$ cat config.mk
export PLATFORM = sky130hd
export DESIGN_NAME = lut_reg_deser6
export DESIGN_NICKNAME = d
export VERILOG_FILES = /design/src/rtl/lut_reg_pkg.sv /design/src/rtl/lut_reg_reduce_stage.sv /design/src/rtl/lut_reg_deser6.sv
export SDC_FILE = /design/constraint.sdc
export NUM_CORES = 1
export LEC_CHECK = 0
export CELL_PAD_IN_SITES_DETAIL_PLACEMENT = 1
export CELL_PAD_IN_SITES_GLOBAL_PLACEMENT = 2
export CORE_ASPECT_RATIO = 0.9
export CORE_MARGIN = 2
export CORE_UTILIZATION = 38
export DETAILED_ROUTE_END_ITERATION = 6
export GPL_ROUTABILITY_DRIVEN = 1
export HOLD_SLACK_MARGIN = 0.06
export PLACE_DENSITY_LB_ADDON = 0.1
export SLEW_MARGIN = 20
export SYNTH_ARGS = -nofsm -noshare
export SYNTH_HDL_FRONTEND = slang
export SYNTH_SLANG_ARGS = --single-unit
$ cat constraint.sdc
create_clock -name clock0 -period 1.9 [get_ports clock0]
set_input_delay 0.19 -clock clock0 [delete_from_list [all_inputs] [get_ports clock0]]
set_output_delay 0.19 -clock clock0 [all_outputs]
set_load 0.01 [all_outputs]
$ cat src/rtl/lut_reg_pkg.sv
// Shared constants and reduce helper for the LUT/register deserializer.
// Flags are computed over the low n bits of a zero-extended word.
package lut_reg_pkg;

   localparam int DESER_WIDTH = 6;
   localparam int DESER_CNT_W = 8;
   localparam int DESER_MAX_W = 16;

   typedef struct packed {
      logic a;
      logic o;
      logic p;
   } flags_t;

   function automatic flags_t reduce_flags(
      input logic [DESER_MAX_W-1:0] w,
      input int                     n
   );
      flags_t f;
      f.a = 1'b1;
      f.o = 1'b0;
      f.p = 1'b0;
      for (int i = 0; i < DESER_MAX_W; i++) begin
         if (i < n) begin
            f.a = f.a & w[i];
            f.o = f.o | w[i];
            f.p = f.p ^ w[i];
         end
      end
      return f;
   endfunction

endpackage

$ cat src/rtl/lut_reg_reduce_stage.sv
// Registered AND/OR/XOR reduce of one word with valid passthrough.
// Word and flags hold between strobes; valid follows input every cycle.
module lut_reg_reduce_stage
   import lut_reg_pkg::*;
#(
   parameter int WIDTH = DESER_WIDTH
) (
   input  logic             clock0,
   input  logic             reset0_n,
   input  logic             in_valid,
   input  logic [WIDTH-1:0] in_word,
   output logic             out_valid,
   output logic [WIDTH-1:0] out_word,
   output logic             out_and,
   output logic             out_or,
   output logic             out_par
);

   logic [DESER_MAX_W-1:0] ext;
   flags_t                 fl;

   assign ext = DESER_MAX_W'(in_word);
   assign fl  = reduce_flags(ext, WIDTH);

   // capture word and its flags on each strobe
   always_ff @(posedge clock0 or negedge reset0_n) begin
      if (!reset0_n) begin
         out_valid <= 1'b0;
         out_word  <= '0;
         out_and   <= 1'b0;
         out_or    <= 1'b0;
         out_par   <= 1'b0;
      end else begin
         out_valid <= in_valid;
         if (in_valid) begin
            out_word <= in_word;
            out_and  <= fl.a;
            out_or   <= fl.o;
            out_par  <= fl.p;
         end
      end
   end

endmodule

$ cat src/rtl/lut_reg_deser6.sv
// Serial-to-parallel word assembler with LUT-derived flags.
// Input regs, assembly, reduce stage and output regs form the pipeline.
module lut_reg_deser6
   import lut_reg_pkg::*;
#(
   parameter int WIDTH = DESER_WIDTH,
   parameter int CNT_W = DESER_CNT_W
) (
   input  logic             clock0,
   input  logic             reset0_n,
   input  logic             serial_in,
   input  logic             serial_valid,
   input  logic             frame_start,
   output logic [WIDTH-1:0] data_out,
   output logic             data_valid,
   output logic             and_flag,
   output logic             or_flag,
   output logic             parity_flag,
   output logic             frame_err,
   output logic [CNT_W-1:0] word_count
);

   localparam int BW = $clog2(WIDTH);
   localparam logic [BW-1:0] LAST = BW'(WIDTH - 1);

   logic             in_d;
   logic             vld_d;
   logic             fs_d;
   logic [WIDTH-2:0] shift_q;
   logic [BW-1:0]    bit_cnt;
   logic [WIDTH-1:0] word_q;
   logic             wstb;
   logic [WIDTH-1:0] cat;
   logic             v2;
   logic [WIDTH-1:0] word2;
   logic             and2;
   logic             or2;
   logic             par2;

   // low WIDTH-1 bits of this are the shifted-in partial word
   assign cat = {shift_q, in_d};

   // register the raw serial pins
   always_ff @(posedge clock0 or negedge reset0_n) begin
      if (!reset0_n) begin
         in_d  <= 1'b0;
         vld_d <= 1'b0;
         fs_d  <= 1'b0;
      end else begin
         in_d  <= serial_in;
         vld_d <= serial_valid;
         fs_d  <= frame_start;
      end
   end

   // shift bits in; frame_start realigns, completion emits a word
   always_ff @(posedge clock0 or negedge reset0_n) begin
      if (!reset0_n) begin
         shift_q   <= '0;
         bit_cnt   <= '0;
         word_q    <= '0;
         wstb      <= 1'b0;
         frame_err <= 1'b0;
      end else begin
         wstb <= 1'b0;
         if (vld_d) begin
            if (fs_d) begin
               shift_q    <= '0;
               shift_q[0] <= in_d;
               bit_cnt    <= BW'(1);
               if (bit_cnt != '0) frame_err <= 1'b1;
            end else if (bit_cnt != LAST) begin
               shift_q <= cat[WIDTH-2:0];
               bit_cnt <= bit_cnt + BW'(1);
            end else begin
               word_q  <= cat;
               wstb    <= 1'b1;
               bit_cnt <= '0;
            end
         end
      end
   end

   lut_reg_reduce_stage #(
      .WIDTH(WIDTH)
   ) u_reduce (
      .clock0   (clock0),
      .reset0_n (reset0_n),
      .in_valid (wstb),
      .in_word  (word_q),
      .out_valid(v2),
      .out_word (word2),
      .out_and  (and2),
      .out_or   (or2),
      .out_par  (par2)
   );

   // output registers and completed-word counter
   always_ff @(posedge clock0 or negedge reset0_n) begin
      if (!reset0_n) begin
         data_out    <= '0;
         data_valid  <= 1'b0;
         and_flag    <= 1'b0;
         or_flag     <= 1'b0;
         parity_flag <= 1'b0;
         word_count  <= '0;
      end else begin
         data_valid <= v2;
         if (v2) begin
            data_out    <= word2;
            and_flag    <= and2;
            or_flag     <= or2;
            parity_flag <= par2;
            word_count  <= word_count + CNT_W'(1);
         end
      end
   end

endmodule
### After elaboration in Yosys (flattened, before gate mapping)

Index checks and enable logic that the tools add are counted.

| storage, ports and cells | value |
|---|---|
| output and inout bits | 19 |
| logic and storage cells | 51 |
| bits in registers | 47 |

| cells by class | value |
|---|---|
| reductions and logical operators | 5 |
| add/subtract/negate cells | 2 |
| bitwise gates (word level) | 17 |
| equal/unequal tests | 1 |
| muxes and demuxes | 7 |

Operators by type and width:

| kind | number |
|---|---|
| $mux W5 | 2 |
| $add A8 B1 Y8 const B | 1 |
| $mux W3 | 2 |
| $reduce_and A3 Y1 | 2 |
| $and A1 B1 Y1 | 5 |
| $or A1 B1 Y1 | 5 |
| $xor A1 B1 Y1 | 5 |
| $add A3 B1 Y3 const B | 1 |
| $mux W1 | 3 |
| $ne A3 B3 Y1 const B | 1 |
| $reduce_bool A3 Y1 | 1 |
| $not A1 Y1 | 2 |
| $reduce_and A2 Y1 | 1 |
| $reduce_bool A2 Y1 | 1 |

### Longest topological paths before layout

Gate-level depths: netlist of the first run.

| logic depth | value |
|---|---|
| word-level depth | 5 |
| depth in mapped cells | 5 |
| depth with buffers taken out | 5 |

### Cells and area by module

A second synthesis of the first run with hierarchy kept.

| unflattened totals | value |
|---|---|
| cells, all modules | 139 |
| area total of the unflattened synthesis | 1,929.4 um^2 |

Modules (own cells, without submodules):

| module | area an instance (um^2) | seq. area each (um^2) | cells an instance | instances |
|---|---|---|---|---|
| lut_reg_deser6 | 1,467.7 | 925.9 | 106 | 1 |
| lut_reg_reduce_stage | 461.7 | 250.2 | 33 | 1 |

### Worst setup path after synthesis of the first run

Ideal clock, no wire load.

| timing path | value |
|---|---|
| kind | register to register |
| from | reg fs_d |
| to | reg word_q[0] |
| arrival time | 1,469 ps |
| period minus slack after synthesis | 1,594 ps |
| slack | 306 ps |
| setup time | 125 ps |
| stages on the path, launching flop included | 5 |
| path buffers | 2 |
| cell sequence | dfrtp_1 -> buf_2 -> or4_1 -> buf_6 -> mux2_4 |

| between the ends | value |
|---|---|
| word-level cells in the longest chain between the ends | 2 |

Ends and longest elaborated chain:

| element | line | RTL |
|---|---|---|
| start, declared | lut_reg_deser6.sv:28 | `logic fs_d;` |
| start signal, assigned | lut_reg_deser6.sv:52 | `fs_d <= frame_start;` |
| $not A1 Y1 (no line) | -- |  |
| $reduce_and A3 Y1 (no line) | -- |  |
| end signal, assigned | lut_reg_deser6.sv:76 | `word_q <= cat;` |
| end, declared | lut_reg_deser6.sv:31 | `logic [WIDTH-1:0] word_q;` |

No other way between the ends.
A chain may end at the register's enable or synchronous reset.

### Final worst setup path of the first run

| timing path | value |
|---|---|
| from | reg vld_d |
| to | reg word_q[4] |

| between the ends | value |
|---|---|
| word-level cells in the longest chain between the ends | 1 |

Ends and longest elaborated chain:

| element | line | RTL |
|---|---|---|
| start, declared | lut_reg_deser6.sv:27 | `logic vld_d;` |
| start signal, assigned | lut_reg_deser6.sv:51 | `vld_d <= serial_valid;` |
| $reduce_and A3 Y1 (no line) | -- |  |

No other way between the ends.

==> results of run 1 <==
registers in the layout, summed over array words and instances (netlist names):
name and count:
word_count 8, data_out 6, u_reduce.out_word 6, word_q 6
shift_q 5, bit_cnt 3, and_flag 1, data_valid 1
frame_err 1, fs_d 1, in_d 1, or_flag 1
parity_flag 1, u_reduce.out_and 1, u_reduce.out_or 1, u_reduce.out_par 1
u_reduce.out_valid 1, vld_d 1, wstb 1
cells in the final DEF, fill, tap and decap left out, drive strengths merged, types with 2 or more instances in the layout:
cell type      synthesis  layout
nor2                   6       6
ha                     3       3
o22ai                  2       2
inv                    7       7
nand4                  3       3
mux2                  28      28
xnor2                  4       4
nor2b                  4       4
nand3                  2       2
dfrtp                 47      47
nand2                  4       4
xor2                   5       5
buf                    2       4
clkbuf                 3       8
clkdlybuf4s50          0      22
a21oi                  2       2
where the power goes:
| part | internal, mW | leakage, nW | switching (mW) |
|---|---|---|---|
| Clock | 0.332 | 0.0515 | 0.306 |
| Combinational | 0.298 | 0.447 | 0.155 |
| Sequential | 1.13 | 0.627 | 0.130 |
| Total | 1.76 | 1.13 | 0.591 |
worst register-to-register path: cells and delay by family (launching register included):
| kind | cells | cell delay (ps) |
|---|---|---|
| flip-flops | 1 | 520 |
| multiplexers | 1 | 370 |
| AND/OR/NAND/NOR | 2 | 710 |
area by class of cell:
type,instances,area [um^2]
clock buffers,8,100
fillers,513,2510
inverters,7,26.3
multi-input cells,75,696
flip-flops and latches,47,1180
well taps,65,81.3
repair buffers,27,270
cell families after synthesis:
group                      after synthesis  synth area share (%)
DFF                                     47                  61.1
muxes                                   28                  17.5
and+or+nand+nor                         26                  7.73
buffers and inverters                   12                  2.79
xor gates and xnor gates                10                  5.26
AOI/OAI and AO/OA                        8                  3.64
adders and majority gates                3                  1.95
worst max-delay path by stage:
stage	from	to
2_1_floorplan	fs_d$_DFF_PN0_	word_q[0]$_DFFE_PN0P_
3_3_place_gp	vld_d$_DFF_PN0_	word_q[0]$_DFFE_PN0P_
3_5_place_dp	bit_cnt[1]$_DFFE_PN0P_	word_q[4]$_DFFE_PN0P_
4_1_cts	vld_d$_DFF_PN0_	word_q[4]$_DFFE_PN0P_
5_1_grt	vld_d$_DFF_PN0_	word_q[2]$_DFFE_PN0P_
6_report	vld_d$_DFF_PN0_	word_q[4]$_DFFE_PN0P_
through the flow:
| stage | power [mW] | util [%] | setup WS [ps] | instance area, um^2 |
|---|---|---|---|---|
| final | 2.35 | 48.3 | 192 | 2350 |
| after global routing | 2.50 | 48.3 | 131 | 2350 |
| after CTS | 2.40 | 48.3 | 192 | 2350 |
| after detailed placement | 1.74 | 46.0 | 208 | 2240 |
| after global placement | 1.72 | 46.0 | 247 | 2240 |
| after floorplan | 1.56 | - | 306 | 1930 |
layer usage:
layer	wire length, um	track usage, %	share of wire (%)	vias to the layer above
met5	0	0	0	-
met1	1460	17.1	47	556
li1	-	-	-	518
met2	1500	20.4	48	17
met3	94	3.40	3.0	5
met4	56	5.75	1.8	0
what timing repair did:
item	4_1_cts	5_1_grt
hold endpoints to repair	22	0
hold buffers	1	0
resized for setup	0	0
==> results.md, run 1 <==
- The count of buffers from port buffering is 23.
- In this run the core area contains 24 standard-cell rows.
- STA classifies the critical path endpoint as a flip-flop.
- The residual DRC count is 0.
- For this configuration, the core starts out at a cell density of 39.6%.
- The synthesized net count is between 100 and 150.
- Ranked by instance count, the synthesized netlist is headed by dfrtp_1 (47), mux2_2 (22), inv_1 (7), mux2_4 (6), nor2_1 (6).
- The destination of the worst register-to-register timing path is word_q[4]$_DFFE_PN0P_.
- In this design, the largest share of critical-path delay is due to simple AND/OR/NAND/NOR gates.
- The instance count after placement with tap cells included is 220.
- The initial antenna violation count is 0.
- No sink is reached through more buffers than the 2 on the longest clock path.
- Summed over all cells, the static leakage comes to 1.13 nW.
- The biggest fanout along the worst timing path is 8.
- The launch point of the worst reg-to-reg path is vld_d$_DFF_PN0_.
- IR analysis of the VDD net gives a maximum drop of 435 uV.
- The via density per instance is approximately 4.8.
- The depth of the worst register-to-register path is 3.
- The most common cell in the synthesized netlist is dfrtp_1.
- The total number of nets in the final design is between 150 and 200.
- The standard cell with the maximum stage delay on the critical path is or4_1.
- The synthesis-to-finish area growth is 22.0%.
- At the pin with the least slew margin, the transition time is 514 ps.
- The post-layout instance count excluding filler cells is between 200 and 250.
- The cell depth of the worst hold path is 1.
- Detailed placement finished with a half-perimeter wire length of approximately 2.3 mm.
- Across every metal layer, demand over resource in global routing totals between 10% and 20%.
- The part of the Yosys area used for sequential elements is between 60% and 70%.
- Entering global routing, the biggest net connects 26 pins.
- The tightest slew margin relative to the limit is 65.7%.
- The final RePlAce weighted congestion is around 0.77.
- STA classifies the critical path startpoint as a flip-flop.
- After clock tree synthesis, the clock-pin slew on the worst setup and hold paths is around 80 ps.
- At the worst endpoint, the required time is roughly 2100 ps.
- The clock tree skew after final layout is approximately 5.7 ps.
- The total number of vias is roughly 1100.
- The pre-antenna-repair detailed-routing pass consisted of 4 iterations.
- The share of final-layout standard cells stronger than drive strength 1 is a little over a quarter.
- The number of clock buffers inserted by TritonCTS is 5.
- The classification of the worst-slack hold path is in -> reg.
- The H-tree was split into 2 levels.
- The number of top-level pins is 24.
- On the worst path, the slowest cell contributes a delay of 620 ps.
- The average wire per cell in the routed design is about 14 um.
- For this run, the top clock speed supported by timing is ~590 MHz.
- The CTS tree is done.
- The count of nets left with antenna violations after detail routing is 0.
- The startpoint of the worst hold path is serial_valid.
- The ratio of final minimum period to clock period is roughly nine tenths.
- The overall overflow remaining after global route is 0.
- The critical path goes through nand2_2, or4_1, mux2_4.
- The number of global-route vias before repair is around 1200.
- The first global-routing pass estimated around 5.7 mm of wire.
- The final-report hold violation count is 0.
- The final-report max-slew violation count is 0.
- The startpoint-to-endpoint class of the critical path is reg -> reg.
- The number of distinct library cell variants in the gate-level netlist after synthesis is 30.
- Summed over all failing endpoints, the final setup total negative slack is 0 ps.
- The data arrival time at the worst-slack endpoint is around 1900 ps.
- The floorplan die area is roughly 0.0057 mm^2.
- Dividing the synthesized area by the synthesized cell count gives 14.4 um^2.
- The number of instances in the synthesized netlist is approximately 130.
- By area the synthesized netlist is led by dfrtp_1 (61%), mux2_2 (13%), mux2_4 (4.7%).
- After synthesis, the largest area contributor takes up around three fifths of total cell area.
- The detailed router's first-iteration violation count is 36.
- The floorplan step set the die width to 79.0 um.
- Counting every sink on the clock net gives 47.
- Setup repair after global routing left no endpoint under its margin.
- The area inside the core boundary is roughly 0.0049 mm^2.
- The summed instance area of the synthesized netlist is around 0.0019 mm^2.
- Hold timing on the final database bottoms out at a slack of approximately 330 ps.
- The biggest area contributor in the post-synthesis netlist is dfrtp_1.
- Wires add up to between 3 and 4 mm.
- The reported max-cap violation count is 0.
- Counting flops and latches in the post-synthesis netlist gives between 40 and 50.
- For this run, the number of Yosys warnings is 0.
- Setup violations remaining at the end of the flow were counted as 0.
- The clock period minus final worst setup slack is roughly 1700 ps.
- The height of the chip is ~72 um.
- The run finished with clean final reports.
- Yosys mapped a number of flops with a built-in enable equal to 0.
- The worst register-to-register path has a setup slack of between 150 and 200 ps.
- The path with the worst hold slack has its endpoint at vld_d$_DFF_PN0_.
- In this run the power density over the cells is about 1000 mW/mm^2.
- The clock reaches the later pin of the worst-skew pair after between 200 and 300 ps.
- In the synthesized netlist the dominant register cell turns out to be dfrtp_1.
- The post-CTS setup repair buffer count is 0.
- The number of cells on the critical path is 3.
- The number of antenna diodes in the final layout is 0.
- The number of buffer and inverter instances along the worst setup path is 0.
- For this run, asynchronously set or reset flops after synthesis account for between 90% and 100%.
- The CTS root buffer is clkbuf_8.
No activity file was read; power rests on OpenSTA's default activity.
==> run 2, diff against run 1 <==
CORE_MARGIN = not set   (was 2)
==> results.md, run 2 (synthesized netlist as in run 1, its figures left out) <==
- The tightest slew margin relative to the limit is ~64%.
- The count of nets left with antenna violations after detail routing is 0.
- The startpoint-to-endpoint class of the critical path is reg -> reg.
- The overall routed net length is between 3 and 4 mm.
- The instance count after placement with tap cells included is 220.
- Across the run, the number of max-cap violations was 0.
- Setup repair after global routing left no endpoint under its margin.
- The cell-internal power is 1.76 mW.
- The register with the most flip-flops in the layout has 8 of them.
- For the pin with the worst max-slew slack, the measured transition is about 530 ps.
- TritonCTS created 5 clock buffers.
- Setup total negative slack on the finished layout was measured at 0 ps.
- The cell family with the largest share of critical-path delay is simple AND/OR/NAND/NOR gates.
- Ranked by flip-flop count, first place goes to word_count.
- In this run the worst hold path is classified as in -> reg.
- The number of top-level pins is 24.
- Between clock sinks in the finished design, the worst skew comes to 6.86 ps.
- The detailed router's first-iteration violation count is 54.
- The final setup violation count is 0.
- The final-report max-slew violation count is 0.
- The switching share of power is about a quarter.
- In this run, the combinational gates consume 19.4% of the power.
- Walking the worst path, the cells encountered are or4_1, mux2_4.
- The first global-routing pass estimated 5.92 mm of wire.
- The data arrival time at the worst-slack endpoint is about 1900 ps.
- In the routed design, unresolved DRC markers number 0.
- Dividing the detail-routed via count by the number of cells gives roughly 4.7.
- The number of clock sinks is 47.
- The worst hold path begins at serial_in.
- The largest incremental delay on the critical path is between 700 and 800 ps.
- The number of buffers and inverters on the critical path is 0.
- Fill cells in the final layout number between 500 and 600.
- In this run the core area contains 24 standard-cell rows.
- The post-layout instance count excluding filler cells is 229.
- The height of the chip is 69.5 um.
- The flow ran to the end, and the final reports show no timing, DRC or antenna violations.
- The area growth from synthesis to layout is 22.0%.
- The overall overflow remaining after global route is 0.
- The commonest non-fill, non-tap cell in the layout is dfrtp_1.
- The type of origin of the critical path is a flip-flop.
- The initial antenna violation count came to 0.
- The count of buffers from port buffering is 23.
- The largest net degree at the start of global routing is 26.
- TritonCTS built the clock tree.
- The total number of nets in the final design is between 150 and 200.
- Tracing the worst setup path back leads to its startpoint at bit_cnt[1]$_DFFE_PN0P_.
- The insertion delay to the later sink of the worst-skew pair is 290 ps.
- The floorplan step defined a die boundary enclosing about 0.0054 mm^2.
- The cell area after placement is between 0.002 and 0.0025 mm^2.
- Dividing the final minimum period by the clock period gives 88.8%.
- The biggest fanout along the worst timing path is 7.
- The number of global-route vias before repair is between 1000 and 1500.
- The CTS root buffer is clkbuf_8.
- The half-perimeter wire length after detailed placement is 2.41 mm.
- The final standard cell area without fillers is approximately 0.0023 mm^2.
- The net switching component of the power is 0.604 mW.
- Dividing the detail-routed wire length by the instance count gives about 14 um.
- The starting density of the core is about two fifths.
- Leaving out fill and tap cells, the most frequent cells in the layout are dfrtp_1 (47), mux2_2 (22), clkdlybuf4s50_1 (22).
- The diode insertion count for antenna repair is 0.
- Registers are responsible for a little over half of the overall power.
- The maximum ir drop on the vdd rail is 432 uV.
- The number of buffers between clock root and the deepest sink is 2.
- STA classifies the critical path endpoint as a flip-flop.
- The floorplan step set the die width to just under 80 um.
- At the end of routability-driven placement, the weighted congestion stood at 0.746.
- The standard cell with the maximum stage delay on the critical path is or4_1.
- The area inside the core boundary is 0.00486 mm^2.
- The worst endpoint required time is about 2100 ps.
- The final-report hold violation count is 0.
- The clock-pin transition on the worst setup and hold timing paths is 80 ps.
- The share of final-layout standard cells stronger than drive strength 1 is approximately a quarter.
- The tightest hold path in the finished design has a slack of 335 ps.
- Before antenna repair, the detailed router went through 4 iterations.
- After clock tree synthesis, the setup repair step added 0 buffers.
- Detailed routing inserted a total of about 1100 vias.
- The clock network accounts for a little over a quarter of the total power.
- The leakage component of the power is ~1.1 nW.
- The launch point of the worst reg-to-reg path is bit_cnt[1]$_DFFE_PN0P_.
- In this run the power density over the cells is just over 1000 mW/mm^2.
- Global routing used between 10 and 15% of the available tracks across all layers.
- The H-tree depth reported by CTS is 2.
- The smallest clock period supported by the final layout is computed as around 1700 ps.
- The upper clock frequency limit is 592 MHz.
[run 2: cell counts in the layout (fill, tap and decap cells not counted)]
No cell type changed its count.
[run 2: path summary, 6_finish.rpt]
path	to	slack, ps	cells past startpoint
max in group asynchronous	word_q[4]$_DFFE_PN0P_	980	3
setup reg to reg	word_q[4]$_DFFE_PN0P_	210	2
setup / recovery	word_q[4]$_DFFE_PN0P_	210	2
hold reg to reg	frame_err$_DFFE_PN0P_	470	1
hold / removal	in_d$_DFF_PN0_	330	1
min in group asynchronous	word_count[2]$_DFFE_PN0P_	410	2
[run 2: final cells by class]
type | instances | area, um^2 | area share, %
repair buffers | 27 | 270 | 11.5
multi-input cells | 75 | 696 | 29.6
inverters | 7 | 26.3 | 1.12
flip-flops and latches | 47 | 1180 | 50.1
clock buffers | 8 | 100 | 4.26
well taps | 65 | 81.3 | 3.46
[run 2: what timing repair did]
item,CTS,global route
endpoints found under the hold margin,22,0
gates resized for setup,0,0
hold buffers,1,0
[run 2: stage by stage]
stage	power, mW	util, %	setup WS (ps)
floorplan	1.56	-	306
global placement	1.72	46.0	253
detailed placement	1.75	46.0	227
CTS	2.40	48.3	210
global route	2.49	48.3	130
finish	2.37	48.3	212
[run 2: power by group through the flow]
stage          registers [mW]  clock network (mW)  logic (mW)
5_1_grt                  1.29               0.704       0.502
3_3_place_gp             1.27                   0       0.447
6_report                 1.26               0.644       0.458
4_1_cts                  1.26               0.672       0.467
2_1_floorplan            1.26                   0       0.300
3_5_place_dp             1.28                   0       0.463
[run 2: worst register-to-register path, stage by stage, from the launching register on]
cell     delay (ps)
dfrtp_1         470
or4_1           740
mux2_4          370
[run 2: layer usage]
metal	track usage (%)	share of wire, %	vias up
li1	-	-	516
met1	18.9	48	551
met2	22.8	48	15
met3	3.55	2.6	5
met4	4.40	0.85	0
met5	0	0	-
==> run 3, diff against run 2 <==
RECOVER_POWER = 25   (was not set)
SKIP_LAST_GASP = 1   (was not set)
==> results.md, run 3 (synthesized netlist as in run 1, its figures left out) <==
- Setup violations remaining at the end of the flow were counted as 0.
- The height of the chip is about 70 um.
- Global routing finished with a remaining overflow of 0.
- The H-tree was split into 2 levels.
- For this run, the post-layout net count is between 150 and 200.
- The number of clock sinks is 47.
- The residual DRC count is 0.
- Routability-driven placement finished with a final weighted congestion of 0.746.
- STA classifies the critical path startpoint as a flip-flop.
- The data arrival time at the worst-slack endpoint is approximately 1900 ps.
- The register with the most flip-flops in the layout has 8 of them.
- The overall routed net length is ~3.3 mm.
- The synthesis-to-finish area growth is 22.0%.
- The die covers 0.00536 mm^2.
- The flow ran to the end, and the final reports show no timing, DRC or antenna violations.
- The count of buffers from port buffering is 23.
- Entering global routing, the biggest net connects 26 pins.
- The detailed router's first-iteration violation count is 54.
- The areal power density over the cells is between 1000 and 1500 mW/mm^2.
- Max-cap violations in this run came to 0.
- The diode insertion count for antenna repair is 0.
- The initialized floorplan defines 24 standard-cell rows.
- The worst reg-to-reg setup slack is around 210 ps.
- The initial antenna violation count is 0.
- VDD sags by at most between 400 and 500 uV.
- Dividing the final minimum period by the clock period gives around nine tenths.
- The upper clock frequency limit is ~590 MHz.
- The worst hold path belongs to the class in -> reg.
- The tightest slew margin relative to the limit is 14.9%.
- The clock tree skew after final layout is just under 7 ps.
- The count of filler cells inserted in the layout is between 500 and 600.
- The top cell types in the final layout, fill and taps aside, are dfrtp_1 (47), mux2_2 (22), clkdlybuf4s50_1 (19).
- The worst hold path terminates at in_d$_DFF_PN0_.
- 24 I/O pins were placed.
- The final-layout setup total negative slack is 0 ps.
- The first global-routing pass estimated approximately 6 mm of wire.
- The post-layout instance count excluding filler cells is around 230.
- The worst register-to-register path begins at bit_cnt[1]$_DFFE_PN0P_.
- The final-report hold violation count is 0.
- Detailed routing inserted a total of 1087 vias.
- The final worst setup slack is 212 ps.
- The startpoint-to-endpoint class of the critical path is reg -> reg.
- The final-report max-slew violation count came to 0.
- In this run the deepest clock path goes through 2 buffers.
- Using the TritonRoute via totals, the vias-per-cell ratio works out to about 4.7.
- Setup repair after global routing left no endpoint under its margin.
- The number of global-route vias before repair is between 1000 and 1500.
- The startpoint of the worst hold path is serial_in.
- The area inside the core boundary is approximately 0.0049 mm^2.
- The endpoint identified for the worst register-to-register timing path is word_q[4]$_DFFE_PN0P_.
- The count of nets left with antenna violations once routing finished came out at 0.
- The HPWL after detailed placement is about 2.4 mm.
- The cell depth of the worst hold path is 1.
- Prior to clock tree synthesis, the placed netlist has a worst setup slack of approximately 230 ps.
- In this run the horizontal extent of the chip is between 70 and 80 um.
- The first detailed-routing pass took 4 iterations.
- The CTS root buffer is clkbuf_8.
- STA classifies the critical path endpoint as a flip-flop.
- The initial utilization of the core area, before any placement, comes to about two fifths.
- The instance count after placement with tap cells included is 220.
- The post-route netlist has around a quarter of its cells at a drive strength greater than 1.
- Leaving out fill and tap cells, the most frequent cell in the layout is dfrtp_1.
- The depth of the worst register-to-register path is 2.
- TritonCTS built the clock tree.
- In this run the static leakage power is between 1 and 1.5 nW.
- Across every metal layer, demand over resource in global routing totals between 10% and 20%.
- The clock-pin transition on the worst setup and hold timing paths is approximately 80 ps.
- Along the worst path, the maximum fanout reaches 7.
- The tightest hold margin is about 450 ps.
- The insertion delay to the later sink of the worst-skew pair is slightly below 300 ps.
- For the pin with the worst max-slew slack, the measured transition is ~1300 ps.
- For the worst setup path, the data required time is between 2000 and 2500 ps.
- In the final routed layout, each cell accounts on average for 14.4 um.
- The largest register by flop count is word_count.
- The number of clock buffers inserted by TritonCTS is 5.
- The clock period minus final worst setup slack is between 1500 and 2000 ps.
==> run 3: timing repair <==
| action | in CTS | in global routing |
|---|---|---|
| hold buffers | 1 | 0 |
| gates resized for setup | 0 | 0 |
| endpoints found under the hold margin | 22 | 0 |
| buffers inserted | 0 | 0 |
==> run 3: report_power, final <==
group | internal (mW) | leakage (nW) | switching [mW]
registers | 1.13 | 0.627 | 0.134
logic | 0.299 | 0.445 | 0.158
clock network | 0.332 | 0.0515 | 0.312
total | 1.76 | 1.12 | 0.604
==> run 3: worst max-delay path by stage <==
stage,from,endpoint,cells after the start
3_3_place_gp,vld_d$_DFF_PN0_,word_q[0]$_DFFE_PN0P_,3
4_1_cts,vld_d$_DFF_PN0_,word_q[1]$_DFFE_PN0P_,3
3_5_place_dp,vld_d$_DFF_PN0_,word_q[3]$_DFFE_PN0P_,3
5_1_grt,vld_d$_DFF_PN0_,word_q[1]$_DFFE_PN0P_,3
2_1_floorplan,fs_d$_DFF_PN0_,word_q[0]$_DFFE_PN0P_,4
6_report,bit_cnt[1]$_DFFE_PN0P_,word_q[4]$_DFFE_PN0P_,2
==> run 3: cell type report <==
class	instances	area (um^2)	share of cell area [%]
well taps	65	81.3	3.46
inverters	7	26.3	1.12
repair buffers	27	269	11.5
clock buffers	8	100	4.26
multi-input cells	75	696	29.6
flip-flops and latches	47	1180	50.1
==> run 3: per-layer routing <==
layer	vias to the layer above	track usage (%)	wire length, um
met3	5	3.55	86
met2	15	22.8	1590
met4	0	4.40	28
li1	516	-	-
met1	551	18.9	1600
met5	-	0	0
==> run 3: stage by stage <==
stage          utilization, %  total power, mW  cell area, um^2
4_1_cts                  48.3             2.40             2350
3_5_place_dp             46.0             1.75             2240
5_1_grt                  48.3             2.49             2350
2_1_floorplan               -             1.56             1930
6_report                 48.3             2.36             2350
3_3_place_gp             46.0             1.72             2240
==> run 3: worst max-delay path, stage by stage, from the launching register on <==
cell	delay, ps
dfrtp_1	470
or4_1	740
mux2_4	360
